**src/rtl/gmii_pkg.sv**
```systemverilog
// Shared GMII framing constants, transmit FSM state type and the byte-wide
// reflected CRC-32 step used by both the TX framer and the RX checker.
package gmii_pkg;

  localparam logic [7:0]  PREAMBLE_BYTE = 8'h55;
  localparam logic [7:0]  SFD_BYTE      = 8'hD5;
  localparam logic [31:0] CRC_POLY      = 32'hEDB88320;
  localparam logic [31:0] CRC_INIT      = 32'hFFFFFFFF;
  localparam logic [31:0] CRC_RESIDUE   = 32'hDEBB20E3;

  typedef enum logic [2:0] {
    ST_IDLE = 3'd0,
    ST_PRE  = 3'd1,
    ST_SFD  = 3'd2,
    ST_DATA = 3'd3,
    ST_PAD  = 3'd4,
    ST_FCS  = 3'd5,
    ST_IFG  = 3'd6
  } tx_state_t;

  // One byte of the LSB-first (reflected) CRC-32 shift register.
  function automatic logic [31:0] crc32_byte(input logic [31:0] crc, input logic [7:0] data);
    logic [31:0] c;
    c = crc ^ {24'h000000, data};
    for (int i = 0; i < 8; i++) begin
      if (c[0]) begin
        c = (c >> 1) ^ CRC_POLY;
      end else begin
        c = c >> 1;
      end
    end
    return c;
  endfunction

endpackage

```
**src/rtl/crc32_d8.sv**
```systemverilog
// Combinational CRC-32 next-state for one data byte per clock.
module crc32_d8
  import gmii_pkg::*;
(
  input  logic [31:0] crc_in,
  input  logic [7:0]  data,
  output logic [31:0] crc_out
);

  // Fold one byte into the running CRC.
  always_comb begin
    crc_out = crc32_byte(crc_in, data);
  end

endmodule

```
**src/rtl/gmii_tx_framer.sv**
```systemverilog
// GMII transmit framer: wraps an upstream payload stream with preamble, SFD,
// zero pad to minimum length and FCS, then holds the inter-frame gap.
// Every GMII output is a register loaded from the decision taken in the
// current state, so a state's byte reaches the wire one edge after it.
module gmii_tx_framer
  import gmii_pkg::*;
#(
  parameter int unsigned IFG_BYTES   = 12,
  parameter int unsigned MIN_PAYLOAD = 60
) (
  input  logic       clk,
  input  logic       reset,
  input  logic [7:0] txdata,
  input  logic       txvalid,
  input  logic       txlast,
  input  logic       txerr,
  output logic       txready,
  output logic [7:0] gmiitxd,
  output logic       gmiitxen,
  output logic       gmiitxer,
  output logic       frame_done,
  output logic       underrun
);

  localparam logic [10:0] CNT_MAX  = 11'd2047;
  localparam logic [10:0] MIN_CNT  = 11'(MIN_PAYLOAD);
  localparam logic [7:0]  IFG_LAST = 8'(IFG_BYTES - 1);
  localparam logic [2:0]  PRE_LAST = 3'd6;
  localparam logic [1:0]  FCS_LAST = 2'd3;

  tx_state_t   state_r, state_s;
  logic [2:0]  pre_cnt_r, pre_cnt_s;
  logic [10:0] byte_cnt_r, byte_cnt_s, byte_cnt_inc_s;
  logic [1:0]  fcs_idx_r, fcs_idx_s;
  logic [7:0]  ifg_cnt_r, ifg_cnt_s;
  logic [31:0] crc_r, crc_s, crc_calc_s, crc_inv_s;
  logic [7:0]  crc_data_s, fcs_byte_s;
  logic        frame_ok_r, frame_ok_s;
  logic [7:0]  txd_s;
  logic        txen_s, txer_s, done_s, urun_s;

  // Payload is only pulled from upstream while in DATA.
  assign txready   = (state_r == ST_DATA);
  assign crc_inv_s = ~crc_r;

  crc32_d8 u_crc (
    .crc_in  (crc_r),
    .data    (crc_data_s),
    .crc_out (crc_calc_s)
  );

  // CRC input byte: upstream data in DATA, zero pad otherwise.
  always_comb begin
    if (state_r == ST_DATA) begin
      crc_data_s = txdata;
    end else begin
      crc_data_s = 8'h00;
    end
  end

  // Saturating payload byte count increment.
  always_comb begin
    if (byte_cnt_r == CNT_MAX) begin
      byte_cnt_inc_s = CNT_MAX;
    end else begin
      byte_cnt_inc_s = byte_cnt_r + 11'd1;
    end
  end

  // Select the FCS byte, least significant byte first.
  always_comb begin
    case (fcs_idx_r)
      2'd0:    fcs_byte_s = crc_inv_s[7:0];
      2'd1:    fcs_byte_s = crc_inv_s[15:8];
      2'd2:    fcs_byte_s = crc_inv_s[23:16];
      2'd3:    fcs_byte_s = crc_inv_s[31:24];
      default: fcs_byte_s = 8'h00;
    endcase
  end

  // Next-state, counter and registered-output decisions.
  always_comb begin
    state_s    = state_r;
    pre_cnt_s  = pre_cnt_r;
    byte_cnt_s = byte_cnt_r;
    fcs_idx_s  = fcs_idx_r;
    ifg_cnt_s  = ifg_cnt_r;
    crc_s      = crc_r;
    frame_ok_s = frame_ok_r;
    txd_s      = 8'h00;
    txen_s     = 1'b0;
    txer_s     = 1'b0;
    done_s     = 1'b0;
    urun_s     = 1'b0;
    case (state_r)
      ST_IDLE: begin
        byte_cnt_s = 11'd0;
        if (txvalid) begin
          state_s   = ST_PRE;
          pre_cnt_s = 3'd0;
        end else begin
          state_s = ST_IDLE;
        end
      end
      ST_PRE: begin
        txd_s  = PREAMBLE_BYTE;
        txen_s = 1'b1;
        if (pre_cnt_r == PRE_LAST) begin
          state_s   = ST_SFD;
          pre_cnt_s = 3'd0;
        end else begin
          pre_cnt_s = pre_cnt_r + 3'd1;
        end
      end
      ST_SFD: begin
        txd_s      = SFD_BYTE;
        txen_s     = 1'b1;
        crc_s      = CRC_INIT;
        byte_cnt_s = 11'd0;
        state_s    = ST_DATA;
      end
      ST_DATA: begin
        txen_s = 1'b1;
        if (txvalid) begin
          txd_s      = txdata;
          txer_s     = txerr;
          crc_s      = crc_calc_s;
          byte_cnt_s = byte_cnt_inc_s;
          if (txlast) begin
            fcs_idx_s = 2'd0;
            if (byte_cnt_inc_s < MIN_CNT) begin
              state_s = ST_PAD;
            end else begin
              state_s = ST_FCS;
            end
          end else begin
            state_s = ST_DATA;
          end
        end else begin
          // Upstream ran dry: poison the frame with one error byte, skip FCS.
          txd_s      = 8'h00;
          txer_s     = 1'b1;
          urun_s     = 1'b1;
          frame_ok_s = 1'b0;
          ifg_cnt_s  = 8'd0;
          state_s    = ST_IFG;
        end
      end
      ST_PAD: begin
        txd_s      = 8'h00;
        txen_s     = 1'b1;
        crc_s      = crc_calc_s;
        byte_cnt_s = byte_cnt_inc_s;
        if (byte_cnt_inc_s >= MIN_CNT) begin
          fcs_idx_s = 2'd0;
          state_s   = ST_FCS;
        end else begin
          state_s = ST_PAD;
        end
      end
      ST_FCS: begin
        txd_s  = fcs_byte_s;
        txen_s = 1'b1;
        if (fcs_idx_r == FCS_LAST) begin
          frame_ok_s = 1'b1;
          ifg_cnt_s  = 8'd0;
          state_s    = ST_IFG;
        end else begin
          fcs_idx_s = fcs_idx_r + 2'd1;
        end
      end
      ST_IFG: begin
        // First IFG decision lands on the first idle wire cycle.
        if (ifg_cnt_r == 8'd0) begin
          done_s = frame_ok_r;
        end else begin
          done_s = 1'b0;
        end
        if (ifg_cnt_r == IFG_LAST) begin
          ifg_cnt_s = 8'd0;
          if (txvalid) begin
            state_s   = ST_PRE;
            pre_cnt_s = 3'd0;
          end else begin
            state_s = ST_IDLE;
          end
        end else begin
          ifg_cnt_s = ifg_cnt_r + 8'd1;
        end
      end
      default: begin
        state_s = ST_IDLE;
      end
    endcase
  end

  // FSM state register.
  always_ff @(posedge clk or posedge reset) begin
    if (reset) begin
      state_r <= ST_IDLE;
    end else begin
      state_r <= state_s;
    end
  end

  // Counters, CRC accumulator and completion flag.
  always_ff @(posedge clk or posedge reset) begin
    if (reset) begin
      pre_cnt_r  <= 3'd0;
      byte_cnt_r <= 11'd0;
      fcs_idx_r  <= 2'd0;
      ifg_cnt_r  <= 8'd0;
      crc_r      <= CRC_INIT;
      frame_ok_r <= 1'b0;
    end else begin
      pre_cnt_r  <= pre_cnt_s;
      byte_cnt_r <= byte_cnt_s;
      fcs_idx_r  <= fcs_idx_s;
      ifg_cnt_r  <= ifg_cnt_s;
      crc_r      <= crc_s;
      frame_ok_r <= frame_ok_s;
    end
  end

  // GMII outputs and status pulses, all registered.
  always_ff @(posedge clk or posedge reset) begin
    if (reset) begin
      gmiitxd    <= 8'h00;
      gmiitxen   <= 1'b0;
      gmiitxer   <= 1'b0;
      frame_done <= 1'b0;
      underrun   <= 1'b0;
    end else begin
      gmiitxd    <= txd_s;
      gmiitxen   <= txen_s;
      gmiitxer   <= txer_s;
      frame_done <= done_s;
      underrun   <= urun_s;
    end
  end

endmodule

```
**config.mk**
```make
export PLATFORM = sky130hd
export DESIGN_NAME = gmii_tx_framer
export DESIGN_NICKNAME = d
export VERILOG_FILES = /design/src/rtl/gmii_pkg.sv /design/src/rtl/crc32_d8.sv /design/src/rtl/gmii_tx_framer.sv
export SDC_FILE = /design/constraint.sdc
export NUM_CORES = 1
export LEC_CHECK = 0
export ABC_AREA = 1
export CAP_MARGIN = 0
export CORE_ASPECT_RATIO = 1.2
export CORE_MARGIN = 2
export CORE_UTILIZATION = 50
export CTS_CLUSTER_DIAMETER = 50
export DETAILED_ROUTE_END_ITERATION = 16
export PLACE_DENSITY_LB_ADDON = 0.08
export RECOVER_POWER = 50
export SLEW_MARGIN = 25
export SYNTH_ARGS = -nofsm -noshare
export SYNTH_HDL_FRONTEND = slang
export SYNTH_SLANG_ARGS = --single-unit
```
**constraint.sdc**
```tcl
create_clock -name clk -period 4.9 [get_ports clk]
set_clock_uncertainty 0.05 [all_clocks]
set_input_delay 1.47 -clock clk [delete_from_list [all_inputs] [get_ports clk]]
set_output_delay 1.47 -clock clk [all_outputs]
set_load 0.02 [all_outputs]
```
* Yosys cells after proc, flatten, opt, wreduce, memory -nomap -nowiden
Cells that the tools add are included.
Cells by class: add/sub/neg operators 4, order comparisons 2, eq/ne operators 20, mux-type cells 49, bitwise gates (word level) 10, reduce and logical (&&, ||, !) cells 18
Operators with widths (number):
- two-way mux 32 bit | 9
- inverter 13 -> 14 bit | 8
- one-hot mux 32 bit (3 select lines) | 1
- one-hot mux 8 bit (4 select lines) | 2
- two-way mux 8 bit | 5
- one-hot mux 11 bit (3 select lines) | 1
- inverter 32 bit | 1
- XOR 32 x 8 -> 32 bit | 1
- two-way mux 3 bit | 8
- one-hot mux 8 bit (3 select lines) | 1
- two-way mux 11 bit | 2
- one-hot mux 3 bit (7 select lines) | 1
- != test 2 bit, second input constant | 8
- nonzero test 3 bit | 5
- equality test 3 bit, second input constant | 4
- two-way mux 1 bit | 12
- adder 11 x 1 -> 11 bit, second input constant | 1
- equality test 11 bit, second input constant | 1
- >= comparator 11 x 6 -> 1 bit, second input constant | 1
- < comparator 11 x 6 -> 1 bit, second input constant | 1
- one-hot mux 3 bit (3 select lines) | 1
- AND reduction 3 bit | 3
- adder 8 x 1 -> 8 bit, second input constant | 1
- equality test 8 x 4 -> 1 bit, second input constant | 1
- 17 further kinds | 24
Storage, ports and cells: register bits 72, bits of input ports 13, output and inout port bits 13, logic and storage cells 115

* Depth between registers and ports, before layout
depth in word-level cells 21, depth in mapped cells 16, gate-level depth less buffers 15

* Hierarchy
From an unflattened synthesis, not the netlist that was laid out.
Unflattened totals: cell total of the unflattened synthesis 666, area, all modules 5019.8 um2
By module, submodules not included:
- gmii_tx_framer | instances 1, cells each 457, area an instance 3844.9 um2, seq. area each 1841.8 um2
- crc32_d8 | instances 1, cells each 209, area an instance 1174.9 um2, seq. area each 0.0 um2

* Least setup slack after synthesis
Ideal clock, no wire load.
kind input port to flip-flop, start input txdata[1], end register crc_r[24], library setup time 0.067 ns, data arrival time 2.439 ns, data required time 4.783 ns, setup slack 2.343 ns, stages 9, path buffers 0, cell sequence nand2_2 -> xor2_2 -> nand2_1 -> nand2_2 -> xor2_1 -> nand2_1 -> nand2_1 -> nor2_1 -> nor2_1
Between the ends: longest elaborated chain between the ends 16
Ends and longest elaborated chain:
- start, declared | line gmii_tx_framer.sv:13 | input logic [7:0] txdata,
- two-way mux 8 bit * | line gmii_tx_framer.sv:54 | if (state_r == ST_DATA) begin
- XOR 32 x 8 -> 32 bit * | line gmii_pkg.sv:24 | c = crc ^ {24'h000000, data};
- two-way mux 32 bit * (2 in series) | line gmii_pkg.sv:26 | if (c[0]) begin
- inverter 13 -> 14 bit (no line)
- two-way mux 32 bit * (2 in series) | line gmii_pkg.sv:26
- inverter 13 -> 14 bit (no line)
- two-way mux 32 bit * | line gmii_pkg.sv:26
- inverter 13 -> 14 bit (no line)
- two-way mux 32 bit * (2 in series) | line gmii_pkg.sv:26
- inverter 13 -> 14 bit (no line)
- two-way mux 32 bit * | line gmii_pkg.sv:26
- two-way mux 32 bit | line gmii_tx_framer.sv:124 | if (txvalid) begin
- one-hot mux 32 bit (3 select lines) * | line gmii_tx_framer.sv:95 | case (state_r)
- end signal, assigned | line gmii_tx_framer.sv:220 | crc_r <= crc_s;
- end, declared | line gmii_tx_framer.sv:36 | logic [31:0] crc_r, crc_s, crc_calc_s, crc_inv_s;
Mark *: on every way between the ends. The rest lies on a longest branch, timed or not. The select of a mux whose other input is x is not followed. A chain may end at the register's enable or synchronous reset.

==> impl_metrics.ini <==
[status]
status = completed

[clock_network]
number_of_sinks_handled_by_clock_tree_synthesis = 72
cts.root.buffer_cell = sky130_fd_sc_hd__clkbuf_16
htree_levels = 3
clk-insertion-delay-late_ns = 0.34
cts_post_setup_buffers_inserted = 0
cts_hold_repair.buffers = 0
clockBufferDepth = 2
cts_inserted_buffers = 9
cts_tree = done
post_cts_resize_count = 0
clkSlewWorstSetupHoldPaths_ns = 0.05

[place]
port-buffer-count = 25
post-dp-hpwl_um = 9200
place.gp.congestion = 0.896

[floorplanning]
die_area_um2 = 10600
core-area_um2 = 9520
chipWidth_um = 94.4
die_y_um = 113
io_pins = 26
initial_utilization_pct = 51.6
placement_rows = 39

[route]
avgRoutedWirePerCell_um = 14.8
detailedRoute.firstPassIterationCount = 5
num_vias = 4517
route.final.wire_length_um = 12500
wirelength_met1_um = 5460
detail-route-antenna-nets = 0
met3RoutedLength_um = 601
routed_via_density = 5.35
first_iter_violations = 252
top_layer = met4
met2_length_um = 6170
drc_errors = 0

[hold_path]
hold_start = crc_r[24]
hold_path_depth = 2
hold_path.class = register to register
hold_end = crc_r[24]

[critical_path]
cp_cell_sequence = dlygate4sd3_1, inv_1, clkbuf_1
critical_path.top_delay_family = buffers and inverters
worstPathBufferInverterCount = 3
worst_setup_path_end_kind = asynchronous set/reset pin
startpoint_type = input pin
critical-path-max-stage-delay_ns = 1.12
worstReg2RegStart = state_r[2]
critical_path_class = input pin to asynchronous set/reset pin
arrival_ns = 3.90
crit_required_ns = 5.05
r2r_setup_slack_ns = 2.07
cp_max_fo = 28
r2r.worst_path.cells = 8
terminus_of_the_critical_flop_to_flop_path = byte_cnt_r[0]
crit_path_top_delay_cell = sky130_fd_sc_hd__clkbuf_1

[timing]
totalNegativeSetupSlack_ns = 0
report.final.slew_viol_count = 0
rsz0062_at_grt = false
period_share_pct = 76.5
tightest_slew_ns = 1.43
setup_violations_final = 0
hold_viol_final = 0
timing.fmax_mhz = 267
post_layout_min_period_ns = 3.75
worst_slew_margin_rel_pct = 4.52

[logic_synthesis]
yosysWarnings = 0
synth.top_cells.by_area = sky130_fd_sc_hd__dfrtp_1 (20%), sky130_fd_sc_hd__dfstp_2 (17%), sky130_fd_sc_hd__nand2_1 (15%)
postSynthRegisterBits = 72
netlist_area_um2 = 4910
synth-async-reset-ratio_pct = 100
yosys_most_used_dff = sky130_fd_sc_hd__dfrtp_1
synth.top_cell.area_share_pct = 20.4
synth_cell_type_count = 42
synth_enable_flop_cells = 0
post_synth_inst_count = 690
postSynthAreaPerCell_um2 = 7.11
synth_fp_nets = 710
post-synth-top-area-cell = sky130_fd_sc_hd__dfrtp_1
sequential_to_total_area_share_from_yosys_stat_pct = 37.5

[grt]
global_route_usage_sum_pct = 25.0
antenna_found_initial = 0
grt_first_pass_wirelength_um = 20900
globalRouteOverflowTotal = 0
grt_max_degree = 29
vias_in_the_first_global_route = 4434

[power_and_ir_drop]
power-per-cell-area_nw_per_um2 = 757
power.ir.vdd_worst_uv = 363
power.total_mw = 4.21
p_leak_nw = 2.73

[finish]
area_growth_syn_to_layout_pct = 13.2
n_antenna_cell = 0
n_fill_cell = 910
post_route_cells_drive_above_1_share_pct = 13.7
finish.net_count = 737

[run]
drv_cap = 0
-- final cells by class --
type	count	area, µm²	area share (%)
clock buffers	12	256	4.62
clock inverters	4	43.8	0.788
inverters	112	420	7.57
multi-input cells	493	2570	46.2
flip-flops and latches	72	1840	33.1
well taps	123	154	2.77
repair buffers	29	273	4.91
-- synth_stat cells, types with 3 or more instances --
library cell,n
sky130_fd_sc_hd__inv_1,106
sky130_fd_sc_hd__clkbuf_1,6
sky130_fd_sc_hd__dfstp_2,32
sky130_fd_sc_hd__nor2_1,49
sky130_fd_sc_hd__nand2_4,6
sky130_fd_sc_hd__o221ai_1,5
sky130_fd_sc_hd__xnor2_1,9
sky130_fd_sc_hd__o22ai_1,25
sky130_fd_sc_hd__o21ai_1,7
sky130_fd_sc_hd__nand2_2,27
sky130_fd_sc_hd__dfrtp_1,40
sky130_fd_sc_hd__xor2_1,18
sky130_fd_sc_hd__nand3_1,51
sky130_fd_sc_hd__nand4_1,4
sky130_fd_sc_hd__a21oi_1,12
sky130_fd_sc_hd__nand3_2,3
sky130_fd_sc_hd__nor3_1,11
sky130_fd_sc_hd__o21ai_0,41
sky130_fd_sc_hd__a221oi_1,3
sky130_fd_sc_hd__ha_1,7
sky130_fd_sc_hd__buf_2,3
sky130_fd_sc_hd__inv_2,5
sky130_fd_sc_hd__nand2_1,194
-- power by group --
group	leakage, nW	switching (mW)	internal, mW
sequential	0.872	0.178	0.907
combinational	1.70	1.62	0.833
clock	0.150	0.248	0.419
-- flip-flops by register name, indices dropped and copies added, names as in the netlist --
name and flops:
underrun 1, pre_cnt_r 3, gmiitxen 1, frame_ok_r 1, gmiitxer 1, state_r 3
frame_done 1, gmiitxd 8, byte_cnt_r 11, ifg_cnt_r 8, fcs_idx_r 2, crc_r 32
-- cell usage in the layout, fill, tap and decap left out, types with 5 or more instances in the layout --
| master | n |
|---|---|
| sky130_fd_sc_hd__o21ai_1 | 7 |
| sky130_fd_sc_hd__clkdlybuf4s50_1 | 23 |
| sky130_fd_sc_hd__dfstp_2 | 32 |
| sky130_fd_sc_hd__clkbuf_16 | 9 |
| sky130_fd_sc_hd__xor2_1 | 18 |
| sky130_fd_sc_hd__dfrtp_1 | 40 |
| sky130_fd_sc_hd__ha_1 | 7 |
| sky130_fd_sc_hd__nor3_1 | 11 |
| sky130_fd_sc_hd__inv_1 | 107 |
| sky130_fd_sc_hd__o21ai_0 | 41 |
| sky130_fd_sc_hd__o221ai_1 | 5 |
| sky130_fd_sc_hd__a21oi_1 | 12 |
| sky130_fd_sc_hd__nand2_1 | 194 |
| sky130_fd_sc_hd__nand2_2 | 27 |
| sky130_fd_sc_hd__nor2_1 | 49 |
| sky130_fd_sc_hd__xnor2_1 | 9 |
| sky130_fd_sc_hd__o22ai_1 | 25 |
| sky130_fd_sc_hd__nand2_4 | 6 |
| sky130_fd_sc_hd__nand3_1 | 51 |
-- logic make-up (layout without fill, tap and decap cells) --
| kind of cell | after synthesis | after routing | share of synthesized area, % |
|---|---|---|---|
| flops | 72 | 72 | 37.5 |
| fa+ha+maj | 7 | 7 | 1.78 |
| buf+inv | 125 | 157 | 10.2 |
| xor+xnor | 30 | 30 | 5.81 |
| compound gates | 98 | 98 | 11.5 |
| mux | 1 | 1 | 0.204 |
| simple gates | 357 | 357 | 33.0 |
-- worst max-delay path by stage --
stage,start,endpoint,slack [ns],depth (start not counted)
floorplan,reset,byte_cnt_r[0],1.61,1
global placement,txvalid,byte_cnt_r[1],1.0,8
detailed placement,txvalid,byte_cnt_r[1],0.94,8
CTS,txvalid,byte_cnt_r[1],1.27,8
global route,reset,gmiitxd[7],0.60,3
finish,reset,byte_cnt_r[6],1.15,3
-- per-layer routing --
metal,GRT usage (%),vias up
met4,10.7,0
met3,3.96,26
li1,-,2251
met1,31.2,2113
met2,42.5,127
met5,0,-
-- per-stage QoR --
stage                     setup slack, ns  utilization, %  instances  cell area (µm²)  hold WS [ns]
after global placement              0.996            55.3        829             5260         0.459
after floorplan                      1.61               -        690             4910         0.441
final                                1.15            58.4        845             5560         0.471
after global routing                0.597            58.4        845             5560         0.499
after CTS                            1.27            58.5        845             5560         0.470
after detailed placement            0.936            55.3        829             5260         0.461
-- worst min-delay path, cell delays in order (launching register included) --
cell and delay [ns]:
sky130_fd_sc_hd__dfstp_2 0.38, sky130_fd_sc_hd__nor2_1 0.09, sky130_fd_sc_hd__nor2_1 0.05
Power figures use the tool's default switching activity.
